## src/rtl/vlsu_store_queue.sv

```systemverilog
// vlsu_store_queue: parametrised store-data queue between the VRF and memory.
// A store command (vid, vl, vsew) is converted to a beat count; VRF beats are
// queued with {data, vid, last, strb} and drained first-word-fall-through over
// a valid/ready channel. s_done pulses one cycle after each store's last beat
// is accepted by memory (or one cycle after a vl=0 command).
// Optional feature macro: STQ_BYTE_STROBE_EN (store per-beat byte strobes so
// the final beat of a store carries a partial strobe).
module vlsu_store_queue #(
   parameter int DATA_W = 128,
   parameter int DEPTH  = 16,
   parameter int VL_W   = 32,
   parameter int TAG_W  = 3
) (
   input  logic                       clk,
   input  logic                       nrst,
   input  logic                       cmd_valid,
   output logic                       cmd_ready,
   input  logic [TAG_W-1:0]           cmd_vid,
   input  logic [VL_W-1:0]            cmd_vl,
   input  logic [2:0]                 cmd_vsew,
   output logic                       cmd_err,
   input  logic                       in_valid,
   output logic                       in_ready,
   input  logic [DATA_W-1:0]          in_data,
   output logic                       mem_valid,
   input  logic                       mem_ready,
   output logic [DATA_W-1:0]          mem_data,
   output logic                       mem_last,
   output logic [TAG_W-1:0]           mem_vid,
   output logic [DATA_W/8-1:0]        mem_strb,
   output logic                       s_done,
   output logic [TAG_W-1:0]           s_done_vid,
   output logic [$clog2(DEPTH):0]     count,
   output logic                       busy
);

   localparam int BYTES = DATA_W / 8;
   localparam int OFF_W = $clog2(BYTES);
   localparam int PW    = $clog2(DEPTH);
   localparam int CW    = PW + 1;
   localparam int BW    = VL_W + 4;   // holds vl << 3 plus rounding headroom

   typedef enum logic {IDLE, FILL} state_t;

   state_t            state_q, state_d;
   logic [TAG_W-1:0]  vid_q, vid_d;
   logic [BW-1:0]     rem_q, rem_d;
   logic [PW-1:0]     wptr_q, wptr_d, rptr_q, rptr_d;
   logic [CW-1:0]     count_q, count_d;
   logic              err_q, err_d;
   logic              done_q, done_d;
   logic [TAG_W-1:0]  done_vid_q, done_vid_d;
   logic              hold_q, hold_d;
   logic [TAG_W-1:0]  hold_vid_q, hold_vid_d;

   logic [DATA_W-1:0] data_ram [DEPTH];
   logic [TAG_W-1:0]  vid_ram  [DEPTH];
   logic              last_ram [DEPTH];

   logic              cmd_fire, legal, zero_new, push, pop, push_last, pop_last;
   logic [BW-1:0]     bytes, beats;

   assign cmd_fire  = cmd_valid && cmd_ready;
   assign legal     = (cmd_vsew < 3'd4);
   assign bytes     = BW'(cmd_vl) << cmd_vsew[1:0];
   assign beats     = (bytes + BW'(BYTES - 1)) >> OFF_W;
   assign zero_new  = cmd_fire && legal && (cmd_vl == '0);
   assign push      = in_valid && in_ready;
   assign pop       = mem_valid && mem_ready;
   assign push_last = (rem_q == BW'(1));
   assign pop_last  = pop && last_ram[rptr_q];

   // A deferred vl=0 completion briefly blocks new commands so that at most one
   // completion is ever waiting behind a last-beat completion.
   assign cmd_ready = (state_q == IDLE) && !hold_q;
   assign in_ready  = (state_q == FILL) && (count_q != CW'(DEPTH));
   assign mem_valid = (count_q != '0);
   assign mem_data  = mem_valid ? data_ram[rptr_q] : '0;
   assign mem_last  = mem_valid && last_ram[rptr_q];
   assign mem_vid   = mem_valid ? vid_ram[rptr_q] : '0;
   assign cmd_err   = err_q;
   assign s_done    = done_q;
   assign s_done_vid = done_vid_q;
   assign count     = count_q;
   assign busy      = (state_q == FILL) || (count_q != '0);

`ifdef STQ_BYTE_STROBE_EN
   logic [OFF_W-1:0]  tail_q, tail_d;
   logic [BYTES-1:0]  strb_ram [DEPTH];
   logic [BYTES-1:0]  wr_strb;

   // Only the final beat of a store with a partial tail gets a short strobe.
   always_comb begin
      wr_strb = '1;
      if (push_last && (tail_q != '0)) wr_strb = (BYTES'(1) << tail_q) - BYTES'(1);
   end

   assign mem_strb = mem_valid ? strb_ram[rptr_q] : '0;

   // Strobe storage alongside the data entries.
   always_ff @(posedge clk) begin
      if (push) strb_ram[wptr_q] <= wr_strb;
   end
`else
   assign mem_strb = {BYTES{mem_valid}};
`endif

   // Fill FSM: latch command in IDLE, count beats down in FILL.
   always_comb begin
      state_d = state_q;
      vid_d   = vid_q;
      rem_d   = rem_q;
      err_d   = 1'b0;
`ifdef STQ_BYTE_STROBE_EN
      tail_d  = tail_q;
`endif
      case (state_q)
         IDLE: begin
            if (cmd_fire) begin
               if (!legal) begin
                  err_d = 1'b1;
               end else if (cmd_vl != '0) begin
                  vid_d   = cmd_vid;
                  rem_d   = beats;
`ifdef STQ_BYTE_STROBE_EN
                  tail_d  = bytes[OFF_W-1:0];
`endif
                  state_d = FILL;
               end
            end
         end
         FILL: begin
            if (push) begin
               rem_d = rem_q - BW'(1);
               if (push_last) state_d = IDLE;
            end
         end
         default: state_d = IDLE;
      endcase
   end

   // Queue pointers and occupancy.
   always_comb begin
      wptr_d  = push ? wptr_q + PW'(1) : wptr_q;
      rptr_d  = pop  ? rptr_q + PW'(1) : rptr_q;
      count_d = count_q;
      if (push && !pop)      count_d = count_q + CW'(1);
      else if (pop && !push) count_d = count_q - CW'(1);
   end

   // Completion arbitration: last-beat pops win, a colliding vl=0 completion is held.
   always_comb begin
      done_d     = 1'b0;
      done_vid_d = '0;
      hold_d     = hold_q;
      hold_vid_d = hold_vid_q;
      if (pop_last) begin
         done_d     = 1'b1;
         done_vid_d = vid_ram[rptr_q];
         if (zero_new) begin
            hold_d     = 1'b1;
            hold_vid_d = cmd_vid;
         end
      end else if (hold_q) begin
         done_d     = 1'b1;
         done_vid_d = hold_vid_q;
         hold_d     = 1'b0;
      end else if (zero_new) begin
         done_d     = 1'b1;
         done_vid_d = cmd_vid;
      end
   end

   // Control state registers.
   always_ff @(posedge clk or negedge nrst) begin
      if (!nrst) begin
         state_q    <= IDLE;
         vid_q      <= '0;
         rem_q      <= '0;
         wptr_q     <= '0;
         rptr_q     <= '0;
         count_q    <= '0;
         err_q      <= 1'b0;
         done_q     <= 1'b0;
         done_vid_q <= '0;
         hold_q     <= 1'b0;
         hold_vid_q <= '0;
`ifdef STQ_BYTE_STROBE_EN
         tail_q     <= '0;
`endif
      end else begin
         state_q    <= state_d;
         vid_q      <= vid_d;
         rem_q      <= rem_d;
         wptr_q     <= wptr_d;
         rptr_q     <= rptr_d;
         count_q    <= count_d;
         err_q      <= err_d;
         done_q     <= done_d;
         done_vid_q <= done_vid_d;
         hold_q     <= hold_d;
         hold_vid_q <= hold_vid_d;
`ifdef STQ_BYTE_STROBE_EN
         tail_q     <= tail_d;
`endif
      end
   end

   // Entry storage; contents are qualified by count so no reset is needed.
   always_ff @(posedge clk) begin
      if (push) begin
         data_ram[wptr_q] <= in_data;
         vid_ram[wptr_q]  <= vid_q;
         last_ram[wptr_q] <= push_last;
      end
   end

endmodule

```

## config.mk

```make
export PLATFORM = sky130hd
export DESIGN_NAME = vlsu_store_queue
export DESIGN_NICKNAME = d
export VERILOG_FILES = /design/src/rtl/vlsu_store_queue.sv
export SDC_FILE = /design/constraint.sdc
export NUM_CORES = 2
export LEC_CHECK = 0
export CAP_MARGIN = 20
export CORE_MARGIN = 5
export CORE_UTILIZATION = 55
export DETAILED_ROUTE_END_ITERATION = 10
export PLACE_DENSITY = 0.76
export SLEW_MARGIN = 10
export SYNTH_ARGS = -nofsm -noshare
export SYNTH_HDL_FRONTEND = slang
export SYNTH_SLANG_ARGS = --single-unit
```

## constraint.sdc

```tcl
create_clock -name clk -period 11 [get_ports clk]
set_input_delay 2.2 -clock clk [delete_from_list [all_inputs] [get_ports clk]]
set_output_delay 2.2 -clock clk [all_outputs]
set_load 0.05 [all_outputs]
```

==> flow_metrics.env <==
export IMPL_r2r_end="data_ram[4][90]$_DFFE_PP_"
export IMPL_grt_overflow_total=0
export IMPL_synth_enable_flop_cells=2112
export IMPL_fin_skew_ns=0.04546
export IMPL_avgSynthCellArea_sq_um=23.26
export IMPL_fillers=9952
export IMPL_clock_latency_ns=0.84
export IMPL_ys_warn_count=0
export IMPL_arrival_ns=5.09
export IMPL_startpoint_type="flop"
export IMPL_combPwrFrac_pct=35.9
export IMPL_final_area_sq_mm=0.09781
export IMPL_firstDrtPassIters=7
export IMPL_regArea_sq_mm=0.06499
export IMPL_netlist_area_sq_mm=0.08506
export IMPL_post_cts_buffers=0
export IMPL_dieArea_sq_mm=0.1626
export IMPL_fmaxAchievable_mhz=137.3
export IMPL_finalSetupViolations=0
export IMPL_async_flop_share_pct=2.852
export IMPL_num_vias=40370
export IMPL_crit_end="mem_data[55]"
export IMPL_drc=0
export IMPL_reg2reg_from="state_q$_DFF_PN0_"
export IMPL_die_x_um=403.3
export IMPL_ys_flop_type="edfxtp_1"
export IMPL_hold_path_class="flop to flop"
export IMPL_yosysTopAreaCell="edfxtp_1"
export IMPL_cp_max_fo=104
export IMPL_p_clk_share_pct=26.2
export IMPL_cts_tree="done"
export IMPL_synth_area_leaders="edfxtp_1 (75%), mux4_2 (18%), dfrtp_1 (1.8%)"
export IMPL_crit_start="rptr_q[0]$_DFFE_PN0P_"
export IMPL_wl_per_cell_um=30.97
export IMPL_worstMarginPinSlew_ns=1.247
export IMPL_synth_nets=3839
export IMPL_critPathRequiredTime_ns=8.80
export IMPL_layout_drive_gt1_share_pct=26.36
export IMPL_synth_distinct_cells=76
export IMPL_drv_cap=0
export IMPL_clock_sinks=2174
export IMPL_rsz0062_at_grt="false"
export IMPL_p_leak_nw=30.65
export IMPL_irDropWorstVdd_mv=0.2848
export IMPL_max_slew_margin_pct=16.86
export IMPL_fin_tns_setup_ns=0
export IMPL_drtAntennaViolNets=0
export IMPL_root_buffer="clkbuf_16"
export IMPL_multiInputGateArea_sq_mm=0.01924
export IMPL_synth_seq_area_share_pct=76.39
export IMPL_final_max_slew_violation_count=0
export IMPL_fin_crit_sh_pct=66.23
export IMPL_status="completed"
export IMPL_antenna_found_initial=30
export IMPL_fp_row_count=144
export IMPL_dr_first_iter_drc_count=4871
export IMPL_rr_worst_depth=7
export IMPL_min_period_ns=7.285
export IMPL_clk_pin_slew_worst_paths_ns=0.06
export IMPL_hpwl_mm=95.66
export IMPL_hold_viol=0
export IMPL_p_seq_share_pct=37.9
export IMPL_synth_seq_cells=2174
export IMPL_endpoint_kind="primary output"
export IMPL_htreeDepth=4
export IMPL_p_int_mw=18.17
export IMPL_max_stage_delay_ns=0.74
export IMPL_cts_repair_resized=0
export IMPL_io_buffers=332
export IMPL_globalRouteTotalUtil_pct=24.16
export IMPL_core_sq_mm=0.1539
export IMPL_cts_path_max_buffers=3
export IMPL_cts_buffers=207
export IMPL_io_pins=333
export IMPL_synthCells=3656
export IMPL_routed_via_density=6.412
export IMPL_path_class="flop to primary output"
export IMPL_grt_pass1_vias=41240
export IMPL_place_area_sq_mm=0.09081
export IMPL_p_switching_mw=9.156
export IMPL_cp_cell_sequence="buf_12, buf_4, mux4_2, mux4_2, and2_1, clkdlybuf4s50_1"
export IMPL_gp_congestion=0.8178
export IMPL_nNetsFinal=4236
export IMPL_hold_buffers=0
export IMPL_powerDensity_mw_per_mm2=279.4
export IMPL_grt_max_degree=168
export IMPL_die_height_um=403.3
export IMPL_grt_pass1_wl_mm=285.6
export IMPL_post_route_util_pct=63.56
export IMPL_slowest_stage="dfrtp_4"
export IMPL_start_util_pct=55.28
export IMPL_sw_frac_of_total_pct=33.50
export IMPL_yosysTopAreaCellShare_pct=74.56
export IMPL_syn_to_final_growth_pct=14.99
export IMPL_path_common_cell="mux4_2"
export IMPL_wl_mm=195.0
export IMPL_rrSetupSlack_ns=6.78
metal layers:
layer	GRT usage, %	vias to the layer above	wire, um
met2	38.90	1989	97100
met1	34.31	21680	76690
li1	-	16380	-
met3	5.243	298	16720
met5	0	-	105
met4	6.483	14	4351
state kept, by name, indices dropped and copies added, names as in the netlist:
register / count
s_done_vid: 3
wptr_q: 4
cmd_err: 1
data_ram: 2048
rptr_q: 4
rem_q: 36
vid_q: 3
hold_q: 1
s_done: 1
count: 5
last_ram: 16
hold_vid_q: 3
state_q: 1
vid_ram: 48
synth_stat cells, types with 3 or more instances:
| cell | instances |
|---|---|
| a211oi_1 | 3 |
| a21o_1 | 5 |
| a21oi_1 | 35 |
| a221o_1 | 4 |
| a22oi_1 | 5 |
| a31oi_1 | 3 |
| and2_1 | 135 |
| and3_1 | 6 |
| buf_1 | 12 |
| buf_2 | 21 |
| buf_4 | 18 |
| buf_6 | 8 |
| clkbuf_1 | 150 |
| dfrtp_1 | 62 |
| edfxtp_1 | 2112 |
| ha_1 | 11 |
| inv_1 | 13 |
| mux2_2 | 13 |
| mux2i_1 | 24 |
| mux4_1 | 6 |
| mux4_2 | 669 |
| nand2_1 | 52 |
| nand2b_1 | 6 |
| nand3_1 | 27 |
| nand4_1 | 8 |
| nor2_1 | 53 |
| nor2b_1 | 3 |
| nor3_1 | 20 |
| nor3_2 | 3 |
| nor4_1 | 23 |
| nor4b_1 | 3 |
| o211ai_1 | 3 |
| o21a_1 | 4 |
| o21ai_0 | 30 |
| o22ai_1 | 9 |
| o31ai_1 | 3 |
| or3_1 | 5 |
| or4_1 | 8 |
| xnor2_1 | 21 |
| xor2_1 | 19 |
cell type report:
| class | instances | share of cell area [%] |
|---|---|---|
| Sequential cell | 2174 | 66.45 |
| Multi-Input combinational cell | 1258 | 19.67 |
| Clock buffer | 242 | 5.515 |
| Timing Repair Buffer | 398 | 4.086 |
| Tap cell | 2044 | 2.615 |
| Clock inverter | 148 | 1.572 |
| Inverter | 14 | 0.05373 |
| Antenna cell | 17 | 0.04350 |
how the worst min path moves through the flow:
stage / start / to / cells after the start
6_report: hold_vid_q[1]$_DFFE_PN0P_ / hold_vid_q[1]$_DFFE_PN0P_ / 1
5_1_grt: hold_vid_q[2]$_DFFE_PN0P_ / hold_vid_q[2]$_DFFE_PN0P_ / 1
4_1_cts: hold_vid_q[1]$_DFFE_PN0P_ / hold_vid_q[1]$_DFFE_PN0P_ / 1
3_5_place_dp: hold_vid_q[1]$_DFFE_PN0P_ / hold_vid_q[1]$_DFFE_PN0P_ / 1
3_3_place_gp: hold_vid_q[1]$_DFFE_PN0P_ / hold_vid_q[1]$_DFFE_PN0P_ / 1
2_1_floorplan: hold_vid_q[0]$_DFFE_PN0P_ / hold_vid_q[0]$_DFFE_PN0P_ / 1
worst max-delay path, delay by kind of cell (launching register included):
family                 cells  cell delay [ns]
buffers and inverters      3             1.96
muxes                      2             1.17
DFF                        1             0.74
and+or+nand+nor            1             0.19
logic make-up after synthesis:
group	after synthesis	synth area share [%]
compound gates	126	1.022
xor+xnor	40	0.4119
fa+ha+maj	12	0.1853
buf+inv	224	1.189
flops	2174	76.39
mux	713	18.37
simple gates	367	2.435
metrics by stage:
step | instances | worst slack, ns | hold WS [ns] | power (mW)
global placement | 5887 | 4.557 | 0.4919 | 20.28
finish | 6295 | 3.715 | 0.5148 | 27.33
detailed placement | 5887 | 4.509 | 0.4972 | 20.38
CTS | 6277 | 3.536 | 0.5133 | 27.57
global route | 6285 | 3.318 | 0.5253 | 28.37
floorplan | 3656 | 1.893 | 0.4803 | 17.33
power groups by stage:
stage          clock [mW]  sequential [mW]  combinational, mW
5_1_grt              7.65             10.4               10.3
3_5_place_dp            0             10.5               9.85
6_report             7.16             10.4               9.80
4_1_cts              7.27             10.4               9.93
3_3_place_gp            0             10.5               9.80
2_1_floorplan           0             10.5               6.87
cells in the final DEF (no fill, tap or decap), types with 15 or more instances in the layout:
master / count
mux2i_1: 24
edfxtp_1: 2112
clkinv_1: 43
clkinv_2: 45
clkbuf_16: 209
xor2_1: 19
diode_2: 17
buf_12: 15
bufinv_16: 23
nand3_1: 27
dfrtp_1: 58
nand2_1: 51
nor3_1: 15
a21oi_1: 35
nor4_1: 23
clkdlybuf4s50_1: 330
o21ai_0: 30
and2_1: 135
clkbuf_1: 29
buf_4: 51
xnor2_1: 21
mux4_2: 669
nor2_1: 40
Note: power is estimated with default switching activity, not from simulation.
